### src/rtl/ts_ram_pingpong_ctrl_pkg.sv
// Shared constants, FSM encoding and helpers for the TS RAM ping-pong write scheduler.
package ts_ram_pingpong_ctrl_pkg;

  localparam logic [7:0]  TS_SYNC_BYTE = 8'h47;
  localparam int unsigned TS_PKT_WORDS = 47;
  localparam int unsigned CNT_W        = 16;

  typedef enum logic [1:0] {
    ST_IDLE  = 2'd0,
    ST_WRITE = 2'd1,
    ST_DROP  = 2'd2,
    ST_CLOSE = 2'd3
  } state_e;

  // Saturating increment for the drop/error statistics counters.
  function automatic logic [CNT_W-1:0] sat_inc(input logic [CNT_W-1:0] v);
    return (v == {CNT_W{1'b1}}) ? v : v + CNT_W'(1);
  endfunction

endpackage

### src/rtl/ts_ram_pingpong_ctrl_sync_2ff.sv
// Two-flop synchroniser for a single level signal crossing into the TS clock domain.
module ts_ram_pingpong_ctrl_sync_2ff (
  input  logic clk,
  input  logic rst,
  input  logic d_in,
  output logic q_out
);

  logic meta_q, meta_d;
  logic sync_q, sync_d;

  // Shift the asynchronous level through two stages.
  always_comb begin
    meta_d = d_in;
    sync_d = meta_q;
  end

  // Synchroniser stages.
  always_ff @(posedge clk) begin
    if (rst) begin
      meta_q <= 1'b0;
      sync_q <= 1'b0;
    end else begin
      meta_q <= meta_d;
      sync_q <= sync_d;
    end
  end

  assign q_out = sync_q;

endmodule

### src/rtl/ts_ram_pingpong_ctrl.sv
// Write-side scheduler placing whole TS packets into alternating PCIe ping-pong RAM banks.
module ts_ram_pingpong_ctrl
  import ts_ram_pingpong_ctrl_pkg::*;
#(
  parameter int unsigned PKT_WORDS     = TS_PKT_WORDS,
  parameter int unsigned PKTS_PER_BANK = 16,
  parameter int unsigned ADDR_W        = 10
) (
  input  logic              clk_ts,
  input  logic              rst_ts,
  input  logic [31:0]       pkt_din,
  input  logic              pkt_din_en,
  input  logic              flush_req,
  input  logic              ram_full_1,
  input  logic              ram_full_2,
  output logic              ts_ram_wr,
  output logic [31:0]       ts_ram_wdata,
  output logic [ADDR_W-1:0] ts_ram_addr,
  output logic              ts_ram_sel,
  output logic              bank_done_1,
  output logic              bank_done_2,
  output logic [15:0]       drop_cnt,
  output logic [15:0]       err_cnt
);

  localparam int unsigned WCNT_W = $clog2(PKT_WORDS + 1);
  localparam int unsigned PCNT_W = $clog2(PKTS_PER_BANK + 1);
  localparam logic [WCNT_W-1:0] WCNT_FULL = WCNT_W'(PKT_WORDS);
  localparam logic [PCNT_W-1:0] PCNT_LAST = PCNT_W'(PKTS_PER_BANK - 1);

  state_e state_q, state_d;

  logic              en_prev_q, en_prev_d;
  logic [ADDR_W-1:0] ptr_q, ptr_d;
  logic [ADDR_W-1:0] base_q, base_d;
  logic [WCNT_W-1:0] wcnt_q, wcnt_d;
  logic [PCNT_W-1:0] pcnt_q, pcnt_d;
  logic              flush_q, flush_d;
  logic              sel_q, sel_d;
  logic              wr_q, wr_d;
  logic [31:0]       wdata_q, wdata_d;
  logic [ADDR_W-1:0] addr_q, addr_d;
  logic              done_1_q, done_1_d;
  logic              done_2_q, done_2_d;
  logic [CNT_W-1:0]  drop_cnt_q, drop_cnt_d;
  logic [CNT_W-1:0]  err_cnt_q, err_cnt_d;

  logic full_1_s, full_2_s;
  logic start_c, sync_ok_c, full_cur_c, flush_hit_c, flush_any_c, words_full_c;

  ts_ram_pingpong_ctrl_sync_2ff u_sync_full_1 (
    .clk   (clk_ts),
    .rst   (rst_ts),
    .d_in  (ram_full_1),
    .q_out (full_1_s)
  );

  ts_ram_pingpong_ctrl_sync_2ff u_sync_full_2 (
    .clk   (clk_ts),
    .rst   (rst_ts),
    .d_in  (ram_full_2),
    .q_out (full_2_s)
  );

  assign start_c      = pkt_din_en & ~en_prev_q;
  assign sync_ok_c    = (pkt_din[31:24] == TS_SYNC_BYTE);
  assign full_cur_c   = sel_q ? full_2_s : full_1_s;
  // Flush only counts once the current bank holds at least one packet.
  assign flush_hit_c  = flush_req & (pcnt_q != '0);
  assign flush_any_c  = flush_q | flush_hit_c;
  assign words_full_c = (wcnt_q == WCNT_FULL);

  // State register.
  always_ff @(posedge clk_ts) begin
    if (rst_ts) state_q <= ST_IDLE;
    else        state_q <= state_d;
  end

  // Next-state decision; packet end of any kind honours a pending flush.
  always_comb begin
    state_d = state_q;
    case (state_q)
      ST_IDLE: begin
        if (start_c)          state_d = (full_cur_c || !sync_ok_c) ? ST_DROP : ST_WRITE;
        else if (flush_hit_c) state_d = ST_CLOSE;
      end
      ST_WRITE: begin
        if (pkt_din_en) begin
          if (words_full_c) state_d = ST_DROP;
        end else if (flush_any_c || (words_full_c && (pcnt_q == PCNT_LAST))) begin
          state_d = ST_CLOSE;
        end else begin
          state_d = ST_IDLE;
        end
      end
      ST_DROP: begin
        if (!pkt_din_en) state_d = flush_any_c ? ST_CLOSE : ST_IDLE;
      end
      ST_CLOSE: state_d = ST_IDLE;
      default:  state_d = ST_IDLE;
    endcase
  end

  // Datapath and output next values: writes, pointer rewind, counters, bank hand-over.
  always_comb begin
    en_prev_d  = pkt_din_en;
    ptr_d      = ptr_q;
    base_d     = base_q;
    wcnt_d     = wcnt_q;
    pcnt_d     = pcnt_q;
    flush_d    = flush_q;
    sel_d      = sel_q;
    wr_d       = 1'b0;
    wdata_d    = wdata_q;
    addr_d     = addr_q;
    done_1_d   = 1'b0;
    done_2_d   = 1'b0;
    drop_cnt_d = drop_cnt_q;
    err_cnt_d  = err_cnt_q;
    case (state_q)
      ST_IDLE: begin
        if (start_c) begin
          flush_d = flush_any_c;
          if (full_cur_c) begin
            drop_cnt_d = sat_inc(drop_cnt_q);
          end else if (!sync_ok_c) begin
            err_cnt_d = sat_inc(err_cnt_q);
          end else begin
            wr_d    = 1'b1;
            wdata_d = pkt_din;
            addr_d  = ptr_q;
            ptr_d   = ptr_q + ADDR_W'(1);
            wcnt_d  = WCNT_W'(1);
          end
        end
      end
      ST_WRITE: begin
        flush_d = flush_any_c;
        if (pkt_din_en) begin
          if (!words_full_c) begin
            wr_d    = 1'b1;
            wdata_d = pkt_din;
            addr_d  = ptr_q;
            ptr_d   = ptr_q + ADDR_W'(1);
            wcnt_d  = wcnt_q + WCNT_W'(1);
          end else begin
            ptr_d     = base_q;
            err_cnt_d = sat_inc(err_cnt_q);
          end
        end else if (words_full_c) begin
          pcnt_d = pcnt_q + PCNT_W'(1);
          base_d = ptr_q;
        end else begin
          ptr_d     = base_q;
          err_cnt_d = sat_inc(err_cnt_q);
        end
      end
      ST_DROP: begin
        flush_d = flush_any_c;
      end
      ST_CLOSE: begin
        sel_d   = ~sel_q;
        ptr_d   = '0;
        base_d  = '0;
        pcnt_d  = '0;
        wcnt_d  = '0;
        flush_d = 1'b0;
      end
      default: ;
    endcase
    if (state_d == ST_CLOSE) begin
      done_1_d = ~sel_q;
      done_2_d = sel_q;
    end
  end

  // Datapath and output registers; en_prev resets high so a packet in flight is not restarted.
  always_ff @(posedge clk_ts) begin
    if (rst_ts) begin
      en_prev_q  <= 1'b1;
      ptr_q      <= '0;
      base_q     <= '0;
      wcnt_q     <= '0;
      pcnt_q     <= '0;
      flush_q    <= 1'b0;
      sel_q      <= 1'b0;
      wr_q       <= 1'b0;
      wdata_q    <= '0;
      addr_q     <= '0;
      done_1_q   <= 1'b0;
      done_2_q   <= 1'b0;
      drop_cnt_q <= '0;
      err_cnt_q  <= '0;
    end else begin
      en_prev_q  <= en_prev_d;
      ptr_q      <= ptr_d;
      base_q     <= base_d;
      wcnt_q     <= wcnt_d;
      pcnt_q     <= pcnt_d;
      flush_q    <= flush_d;
      sel_q      <= sel_d;
      wr_q       <= wr_d;
      wdata_q    <= wdata_d;
      addr_q     <= addr_d;
      done_1_q   <= done_1_d;
      done_2_q   <= done_2_d;
      drop_cnt_q <= drop_cnt_d;
      err_cnt_q  <= err_cnt_d;
    end
  end

  assign ts_ram_wr    = wr_q;
  assign ts_ram_wdata = wdata_q;
  assign ts_ram_addr  = addr_q;
  assign ts_ram_sel   = sel_q;
  assign bank_done_1  = done_1_q;
  assign bank_done_2  = done_2_q;
  assign drop_cnt     = drop_cnt_q;
  assign err_cnt      = err_cnt_q;

endmodule

### config.mk
export PLATFORM = sky130hd
export DESIGN_NAME = ts_ram_pingpong_ctrl
export DESIGN_NICKNAME = d
export VERILOG_FILES = /design/src/rtl/ts_ram_pingpong_ctrl_pkg.sv /design/src/rtl/ts_ram_pingpong_ctrl_sync_2ff.sv /design/src/rtl/ts_ram_pingpong_ctrl.sv
export SDC_FILE = /design/constraint.sdc
export NUM_CORES = 1
export LEC_CHECK = 0
export CORE_ASPECT_RATIO = 0.9
export CORE_UTILIZATION = 46
export CTS_CLUSTER_DIAMETER = 150
export DETAILED_ROUTE_END_ITERATION = 8
export GPL_TIMING_DRIVEN = 0
export PLACE_DENSITY = 0.77
export SYNTH_ARGS = -nofsm -noshare
export SYNTH_HDL_FRONTEND = slang
export SYNTH_SLANG_ARGS = --single-unit
### constraint.sdc
create_clock -name clk_ts -period 1.8 [get_ports clk_ts]
set_input_delay 0.27 -clock clk_ts [delete_from_list [all_inputs] [get_ports clk_ts]]
set_output_delay 0.27 -clock clk_ts [all_outputs]
set_load 0.01 [all_outputs]
Yosys cells after proc, flatten, opt, wreduce, memory -nomap -nowiden
Index checks and enable logic that the tools add are counted.
- add/subtract/negate cells: 5
- equal/unequal tests: 19
- muxes and demuxes: 56
- bitwise logic cells: 7
- reduce and logical (&&, ||, !) cells: 18
- operators with widths (operator ; count):
    two-way mux 32 bit ; 5
    two-way mux 10 bit ; 12
    two-way mux 16 bit ; 7
    one-hot mux 32 bit (2 select lines) ; 1
    one-hot mux 10 bit (2 select lines) ; 2
    adder 16 x 1 -> 16 bit (second input constant) ; 2
    equality test 16 bit (second input constant) ; 2
    one-hot mux 16 bit (2 select lines) ; 1
    two-way mux 6 bit ; 5
    one-hot mux 10 bit (3 select lines) ; 1
    one-hot mux 6 bit (3 select lines) ; 1
    AND reduction 6 bit ; 3
    two-way mux 2 bit ; 8
    inequality test 2 bit (second input constant) ; 8
    adder 10 x 1 -> 10 bit (second input constant) ; 1
    two-way mux 5 bit ; 2
    one-hot mux 5 bit (2 select lines) ; 1
    equality test 8 x 7 -> 1 bit (second input constant) ; 1
    one-hot mux 2 bit (4 select lines) ; 1
    AND reduction 4 bit ; 2
    two-way mux 1 bit ; 7
    adder 6 x 1 -> 6 bit (second input constant) ; 1
    equality test 2 bit (second input constant) ; 3
    equality test 6 bit (second input constant) ; 1
    other kinds (19) ; 27
- register bits: 117
- output and inout bits: 78
- word-level logic and storage cells: 124

Depth between registers and ports, before layout
Gate-level depths: netlist of the first run.
- depth after elaboration: 10
- gate-level depth with buffers: 8
- depth with buffers taken out: 7

By module
Synthesis of the first run repeated with hierarchy kept, for this count alone.
- cells, all modules: 603
- area total of the unflattened synthesis: 5077.4 um2
- by module, submodules not included (module ; times used ; cells an instance ; area each (um2) ; seq. area each (um2)):
    ts_ram_pingpong_ctrl ; 1 ; 595 ; 4972.3 ; 2262.2
    ts_ram_pingpong_ctrl_sync_2ff ; 2 ; 4 ; 52.6 ; 40.0

Worst setup path before layout of the first run
Ideal clock, no wire load.
- kind: reg-to-reg
- start point: reg sel_q (netlist: ts_ram_sel)
- end point: reg err_cnt_q[5] (netlist: err_cnt[5])
- setup time: 0.121 ns
- arrival time: 1.848 ns
- required time: 1.679 ns
- path slack: -0.169 ns
- cell stages (with the launch flop): 7
- path buffers: 1
- period minus slack after synthesis: 1.969 ns
- path through: dfxtp_1 > mux2_4 > a211oi_2 > a2bb2oi_2 > buf_6 > nor4_1 > mux2_2
- word-level cells in the longest chain between the ends: 3
- RTL lines (element ; RTL line ; RTL):
    start, declared ; ts_ram_pingpong_ctrl.sv:39 ; logic sel_q, sel_d;
    start signal, assigned ; ts_ram_pingpong_ctrl.sv:201 ; sel_q <= sel_d;
    two-way mux 1 bit ; ts_ram_pingpong_ctrl.sv:67 ; assign full_cur_c = sel_q ? full_2_s : full_1_s;
    inequality test 2 bit (no line) ; -- ;
    AND reduction 6 bit (no line) ; -- ;
    end signal, assigned ; ts_ram_pingpong_ctrl.sv:208 ; err_cnt_q <= err_cnt_d;
    end, declared ; ts_ram_pingpong_ctrl.sv:46 ; logic [CNT_W-1:0] err_cnt_q, err_cnt_d;
No other way between the ends.
A chain may end at the register's enable or synchronous reset.

Worst setup path after layout of the first run
- start point: reg wcnt_q[0]
- end point: reg ptr_q[2]
- word-level cells in the longest chain between the ends: 4
- elaborated cells on any way between the ends: 5
- RTL lines (element ; RTL line ; RTL):
    start, declared ; ts_ram_pingpong_ctrl.sv:36 ; logic [WCNT_W-1:0] wcnt_q, wcnt_d;
    start signal, assigned ; ts_ram_pingpong_ctrl.sv:198 ; wcnt_q <= wcnt_d;
    equality test 6 bit (*) ; ts_ram_pingpong_ctrl.sv:71 ; assign words_full_c = (wcnt_q == WCNT_FULL);
    two-way mux 10 bit (on tied branches) ; -- ;
    two-way mux 10 bit (*) ; ts_ram_pingpong_ctrl.sv:139 ; if (pkt_din_en) begin
    one-hot mux 10 bit (3 select lines) (*) ; ts_ram_pingpong_ctrl.sv:120 ; case (state_q)
    end signal, assigned ; ts_ram_pingpong_ctrl.sv:196 ; ptr_q <= ptr_d;
    end, declared ; ts_ram_pingpong_ctrl.sv:34 ; logic [ADDR_W-1:0] ptr_q, ptr_d;
Every way passes the cells marked *; elsewhere a longest branch is shown, timed or not.

==> qor.yml, run 1 <==
run_status:
  outcome: "finished with violations"
  violations: "setup timing"
cts:
  cts_tree: "yes"
  worst_skew_pair.late_latency_ns: 0.43
  clock-sinks: 117
  numCtsBuffers: 17
  clock_path_buffers: 2
  htreeDepth: 4
  root_buffer: "clkbuf_16"
  cts_hold_buf: 0
  path_clk_slew_ns: 0.06
job:
  cap_violations: 0
critical_path:
  r2r_setup_slack_ns: -0.28
  crit_cells: 8
  worstReg2RegEnd: "ptr_q[2]"
  start_kind: "register"
  crit_fanout: 8
  crit_required_ns: 2.10
  cpMaxStageDelayCell: "a211oi_1"
  cpMostUsedCell: "buf_6"
  setup.worst_path.start: "wcnt_q[0]"
  worst-r2r-cell-count: 8
  end_kind: "register"
  crit_chain: "ha_4 > nand3b_1 > buf_6 > buf_6 > o21ai_4 > a41o_1 > a21oi_1 > a211oi_1"
  crit_type: "register to register"
  cp-endpoint: "ptr_q[2]"
  slowest_delay_ns: 0.38
  rr_startpoint: "wcnt_q[0]"
  crit_arrival_ns: 2.38
  path_buf_inv: 2
  cp_top_family: "compound AO/OA/AOI/OAI gates"
synth:
  yosysMostFrequentCell: "dfxtp_1"
  synth.area.top_cells: "dfxtp_1 44%, mux2i_1 8.7%, nor2_1 6.3%"
  synth_area_leader_cell: "dfxtp_1"
  syn_nets: 635
  async_flop_share: 0
  syn-instance-count: 590
  synth_area_mm2: 0.00531
  synthDistinctLibCells: 59
  synth_ff_type: "dfxtp_1"
  ys_warn_count: 0
  yosys.area.top_type_share: 0.441
  synth-seq-cells: 117
  synth_area_per_cell_um2: 9.01
  yosysSeqAreaShare: 0.441
  yosys-top-cells-count: "117 x dfxtp_1, 89 x nor2_1, 46 x mux2i_1"
  synth_edf_count: 0
power:
  p_int_mw: 4.74
  totalPowerFinal_mw: 6.08
  ir_worst_vdd_mv: 0.555
  power_frac_comb: 0.045
  sequentialPowerShare: 0.428
  p_sw_mw: 1.34
  p_sw_frac: 0.220
  cellPowerDensity_mw_per_mm2: 726
  power.leakage_nw: 2.79
  p_clk_frac: 0.526
timing:
  rsz0062_at_grt: "yes"
  max_freq_mhz: 481
  hold_viol: 0
  fin_skew_ns: 0.00948
  relSlewSlack: 0.547
  fin_tns_setup_ns: -7.48
  setup_violations: 81
  period_share: 1.16
  worstMarginPinSlew_ns: 0.680
  slew_viol_final: 0
  setup_ws_ns: -0.279
  period_needed_ns: 2.08
  holdWs_ns: 0.169
finish:
  drive_above_1_share: 0.273
  final_nets: 812
  area_growth_pct: 57.5
  stdcell_count: 931
  fillCellCount: 695
  antenna_cells: 0
  stdcell_area_mm2: 0.00837
  post-route-util: 0.759
route:
  postRouteAntennaNets: 0
  drt-pass1-iter-count: 6
  drt_iter0_drc: 694
  drc: 0
  vias_per_cell: 5.90
  vias: 5492
  wire_per_inst_um: 18.9
  wirelength_mm: 17.6
grt:
  grt_max_degree: 17
  first_global_vias: 5160
  grt_pass1_wl_mm: 25.1
  grt_use_met3: 0.0886
  grt_use_met2: 0.428
  antenna_found_initial: 0
  grtUsageMet1: 0.330
  track_usage: 0.268
  busiest_layer: "met2"
  grt_overflow: 0
placement:
  gp_congestion: 0.877
  hpwl_mm: 9.97
  dp_cells: 857
  place_ws_ns: -0.899
  port_buffers: 115
  dpl-instance-area_mm2: 0.00671
floorplan:
  core_mm2: 0.0110
  die_y_um: 104
  num_rows: 36
  io_pins: 116
  die_w_um: 115
  start_util: 0.482
  dieArea_mm2: 0.0120
worst_hold_path:
  holdCritPathClass: "input pin to register"
[sequential cells by signal, summed over array words and instances (netlist names), 2 cells and up]
signal	flops
state_q	2
ptr_q	10
base_q	10
wcnt_q	6
pcnt_q	5
ts_ram_wdata	32
ts_ram_addr	10
drop_cnt	16
err_cnt	16
[layout make-up]
cell class,instances,area [µm²],area share
multi-input cells,425,3320,0.397
flip-flops and latches,117,2380,0.284
repair buffers,161,1590,0.190
clock buffers,21,480,0.0574
plain buffers,32,285,0.0341
well taps,152,190,0.0227
clock inverters,10,80.1,0.00957
inverters,13,48.8,0.00583
[power by group through the flow]
stage | Sequential (mW) | Clock (mW) | Combinational (mW)
3_5_place_dp | 2.66 | 0 | 0.223
5_1_grt | 2.60 | 3.33 | 0.289
4_1_cts | 2.60 | 3.20 | 0.243
6_report | 2.60 | 3.20 | 0.275
2_1_floorplan | 2.66 | 0 | 0.0938
3_3_place_gp | 2.66 | 0 | 0.219
[timing repair]
| action | CTS | global route |
|---|---|---|
| endpoints found under the setup margin | 107 | 102 |
| gates resized for setup | 92 | 93 |
| setup buffers | 29 | 13 |
| gates cloned | 2 | 2 |
| pin swaps | 36 | 42 |
[cells by family after synthesis]
logic type | after synthesis | synth area share
compound gates | 110 | 0.143
buf+inv | 48 | 0.0440
flops | 117 | 0.441
fa+ha+maj | 7 | 0.0165
mux | 49 | 0.0937
xor+xnor | 21 | 0.0346
simple gates | 238 | 0.228
[per-layer routing]
| layer | wire (µm) | part of all wire |
|---|---|---|
| met3 | 1410 | 0.080 |
| met1 | 7080 | 0.40 |
| met5 | 0 | 0 |
| met2 | 8360 | 0.47 |
| met4 | 767 | 0.044 |
[how the worst min path moves through the flow]
stage          cells after the start                  from                    to  slack [ns]
2_1_floorplan                      1            ram_full_1  u_sync_full_1.meta_q        0.40
3_3_place_gp                       1  u_sync_full_1.meta_q   u_sync_full_1.q_out        0.42
3_5_place_dp                       1  u_sync_full_1.meta_q   u_sync_full_1.q_out        0.43
4_1_cts                            3           pkt_din[29]      ts_ram_wdata[29]        0.31
5_1_grt                            3           pkt_din[30]      ts_ram_wdata[30]        0.19
6_report                           3           pkt_din[30]      ts_ram_wdata[30]        0.17
[tightest hold or removal path, stage by stage]
cell	delay (ns)
dlymetal6s2s_1	0.13
mux2i_1	0.09
nor2_1	0.07
[cells in the final DEF, fill, tap and decap left out, types with 11 or more instances in the layout]
master / n
buf_6: 14
clkbuf_1: 13
nand3_1: 13
a21oi_1: 17
xnor2_1: 18
o21ai_0: 13
nor2_1: 85
mux2i_1: 41
dfxtp_1: 99
buf_4: 36
dfxtp_2: 13
clkdlybuf4s50_1: 110
nand2_1: 39
inv_1: 11
clkbuf_16: 18
(Power assumes the default switching activity.)
==> inputs of run 2 (changes only) <==
--- a/config.mk
+++ b/config.mk
@@ -10,7 +10,7 @@
 export CTS_CLUSTER_DIAMETER = 150
 export DETAILED_ROUTE_END_ITERATION = 8
 export GPL_TIMING_DRIVEN = 0
-export PLACE_DENSITY = 0.77
+export PLACE_DENSITY_LB_ADDON = 0.12
 export SYNTH_ARGS = -nofsm -noshare
 export SYNTH_HDL_FRONTEND = slang
 export SYNTH_SLANG_ARGS = --single-unit
==> run 2 against run 1 <==
  * Design area grew 2.0%
  * Via count is essentially flat
  * Flip-flop and latch count is the same
  * The run still ends with setup timing left
  * Setup slack gained 0.073 ns
  * Count of clock-buffer cells in the layout shrank 2
  * Highest routed layer unchanged
==> qor.yml, run 2 (synthesized netlist as in run 1, its figures left out) <==
finish:
  fillCellCount: 700
  largest_register_ffs: 32
  post-route-util: 0.774
  antenna_cells: 0
  final_nets: 827
  final_common_cell: "clkdlybuf4s50_1"
  area_growth_pct: 60.7
  drive_above_1_share: 0.286
  layout_common_cells: "106 x clkdlybuf4s50_1, 95 x dfxtp_1, 86 x nor2_1"
power:
  power_frac_comb: 0.045
  cellPowerDensity_mw_per_mm2: 744
  p_clk_frac: 0.545
  p_int_mw: 4.97
  sequentialPowerShare: 0.410
  p_sw_mw: 1.38
  totalPowerFinal_mw: 6.35
  power.leakage_nw: 2.90
  ir_worst_vdd_mv: 0.710
  p_sw_frac: 0.217
timing:
  fin_tns_setup_ns: -7.64
  period_share: 1.11
  period_needed_ns: 2.01
  setup_ws_ns: -0.206
  hold_viol: 0
  setup_violations: 75
  worstMarginPinSlew_ns: 0.674
  rsz0062_at_grt: "yes"
  max_freq_mhz: 499
  fin_skew_ns: 0.00965
  relSlewSlack: 0.551
  slew_viol_final: 0
  holdWs_ns: 0.157
run_status:
  violations: "setup timing"
  outcome: "finished with violations"
floorplan:
  start_util: 0.482
  die_y_um: 104
  dieArea_mm2: 0.0120
  num_rows: 36
  io_pins: 116
  die_w_um: 115
  core_mm2: 0.0110
route:
  wire_per_inst_um: 18.5
  drc: 0
  vias: 5494
  drt_iter0_drc: 517
  vias_per_cell: 5.80
  postRouteAntennaNets: 0
  drt-pass1-iter-count: 5
  wirelength_mm: 17.5
critical_path:
  rr_startpoint: "ts_ram_sel"
  crit_fanout: 10
  crit_required_ns: 2.08
  start_kind: "register"
  crit_arrival_ns: 2.28
  r2r_setup_slack_ns: -0.21
  crit_type: "register to register"
  worstReg2RegEnd: "ts_ram_wdata[31]"
  end_kind: "register"
  worst-r2r-cell-count: 7
grt:
  grt_max_degree: 17
  track_usage: 0.277
  grt_overflow: 0
  grt_pass1_wl_mm: 25.9
  first_global_vias: 5151
  antenna_found_initial: 0
placement:
  gp_congestion: 0.833
  place_ws_ns: -0.923
  port_buffers: 115
  hpwl_mm: 9.85
cts:
  clock_path_buffers: 2
  htreeDepth: 4
  clock-sinks: 117
  numCtsBuffers: 17
  path_clk_slew_ns: 0.06
  cts_tree: "yes"
  root_buffer: "clkbuf_16"
  worst_skew_pair.late_latency_ns: 0.41
worst_hold_path:
  holdPathEnd: "ts_ram_wdata[26]"
  min-delay-start: "pkt_din[26]"
  whs_path_depth: 3
  holdCritPathClass: "input pin to register"
job:
  cap_violations: 0
## run 2: cell count changes in the layout (fill, tap and decap cells not counted), sizes merged
cell,change
dlygate4sd2,+3
clkinv,+1
clkdlybuf4s50,-4
clkbuf,-1
bufinv,+2
dlymetal6s2s,+1
buf,+14
## run 2: worst max path at each step
| stage | startpoint | to | slack [ns] | cells past startpoint |
|---|---|---|---|---|
| 2_1_floorplan | err_cnt[6] | err_cnt[5] | -0.02 | 6 |
| 3_3_place_gp | pkt_din[24] | ts_ram_addr[0] | -0.86 | 9 |
| 3_5_place_dp | pkt_din[24] | ts_ram_wdata[31] | -0.92 | 9 |
| 4_1_cts | ts_ram_sel | err_cnt[11] | -0.10 | 6 |
| 5_1_grt | ts_ram_sel | ts_ram_wdata[30] | -0.26 | 7 |
| 6_report | ts_ram_sel | ts_ram_wdata[31] | -0.21 | 7 |
## run 2: final cells by class
type	instances	area (µm²)	share of cell area
inverter	13	53.8	0.00630
buffer	32	278	0.0325
multi-input combinational	425	3330	0.390
sequential	117	2380	0.279
clock inverter	13	156	0.0183
tap	152	190	0.0223
timing repair buffer	176	1700	0.199
clock buffer	19	453	0.0530
## run 2: timing repair
item / CTS / global route
endpoints found under the setup margin: 107 / 107
resized for setup: 97 / 104
cloned: 5 / 0
pin swaps: 43 / 44
setup buffers: 37 / 20
hold buffers: 0 / 0
## run 2: power groups by stage
stage	sequential (mW)	combinational [mW]	clock, mW
global route	2.60	0.300	3.59
floorplan	2.66	0.0938	0
finish	2.60	0.286	3.46
CTS	2.61	0.250	3.48
detailed placement	2.66	0.224	0
global placement	2.66	0.219	0
## run 2: layer usage
layer	wire length, µm	vias up	GRT usage
met1	7290	2658	0.352
met2	8480	272	0.444
li1	-	2514	-
met4	405	0	0.104
met5	0	-	0
met3	1330	50	0.0758
## run 2: metrics by stage
stage / std cells / instance area (µm²)
after global placement: 857 / 6710
after CTS: 929 / 7990
after floorplan: 590 / 5370
after detailed placement: 857 / 6710
final: 947 / 8540
after global routing: 947 / 8540
## run 2: worst max-delay path, stage by stage, from the launching register on
cell and delay, ns:
dfxtp_4 0.38, mux2i_4 0.31, nand4_1 0.23, a21oi_2 0.29
buf_6 0.22, buf_12 0.16, mux2i_2 0.21, nor2_1 0.06
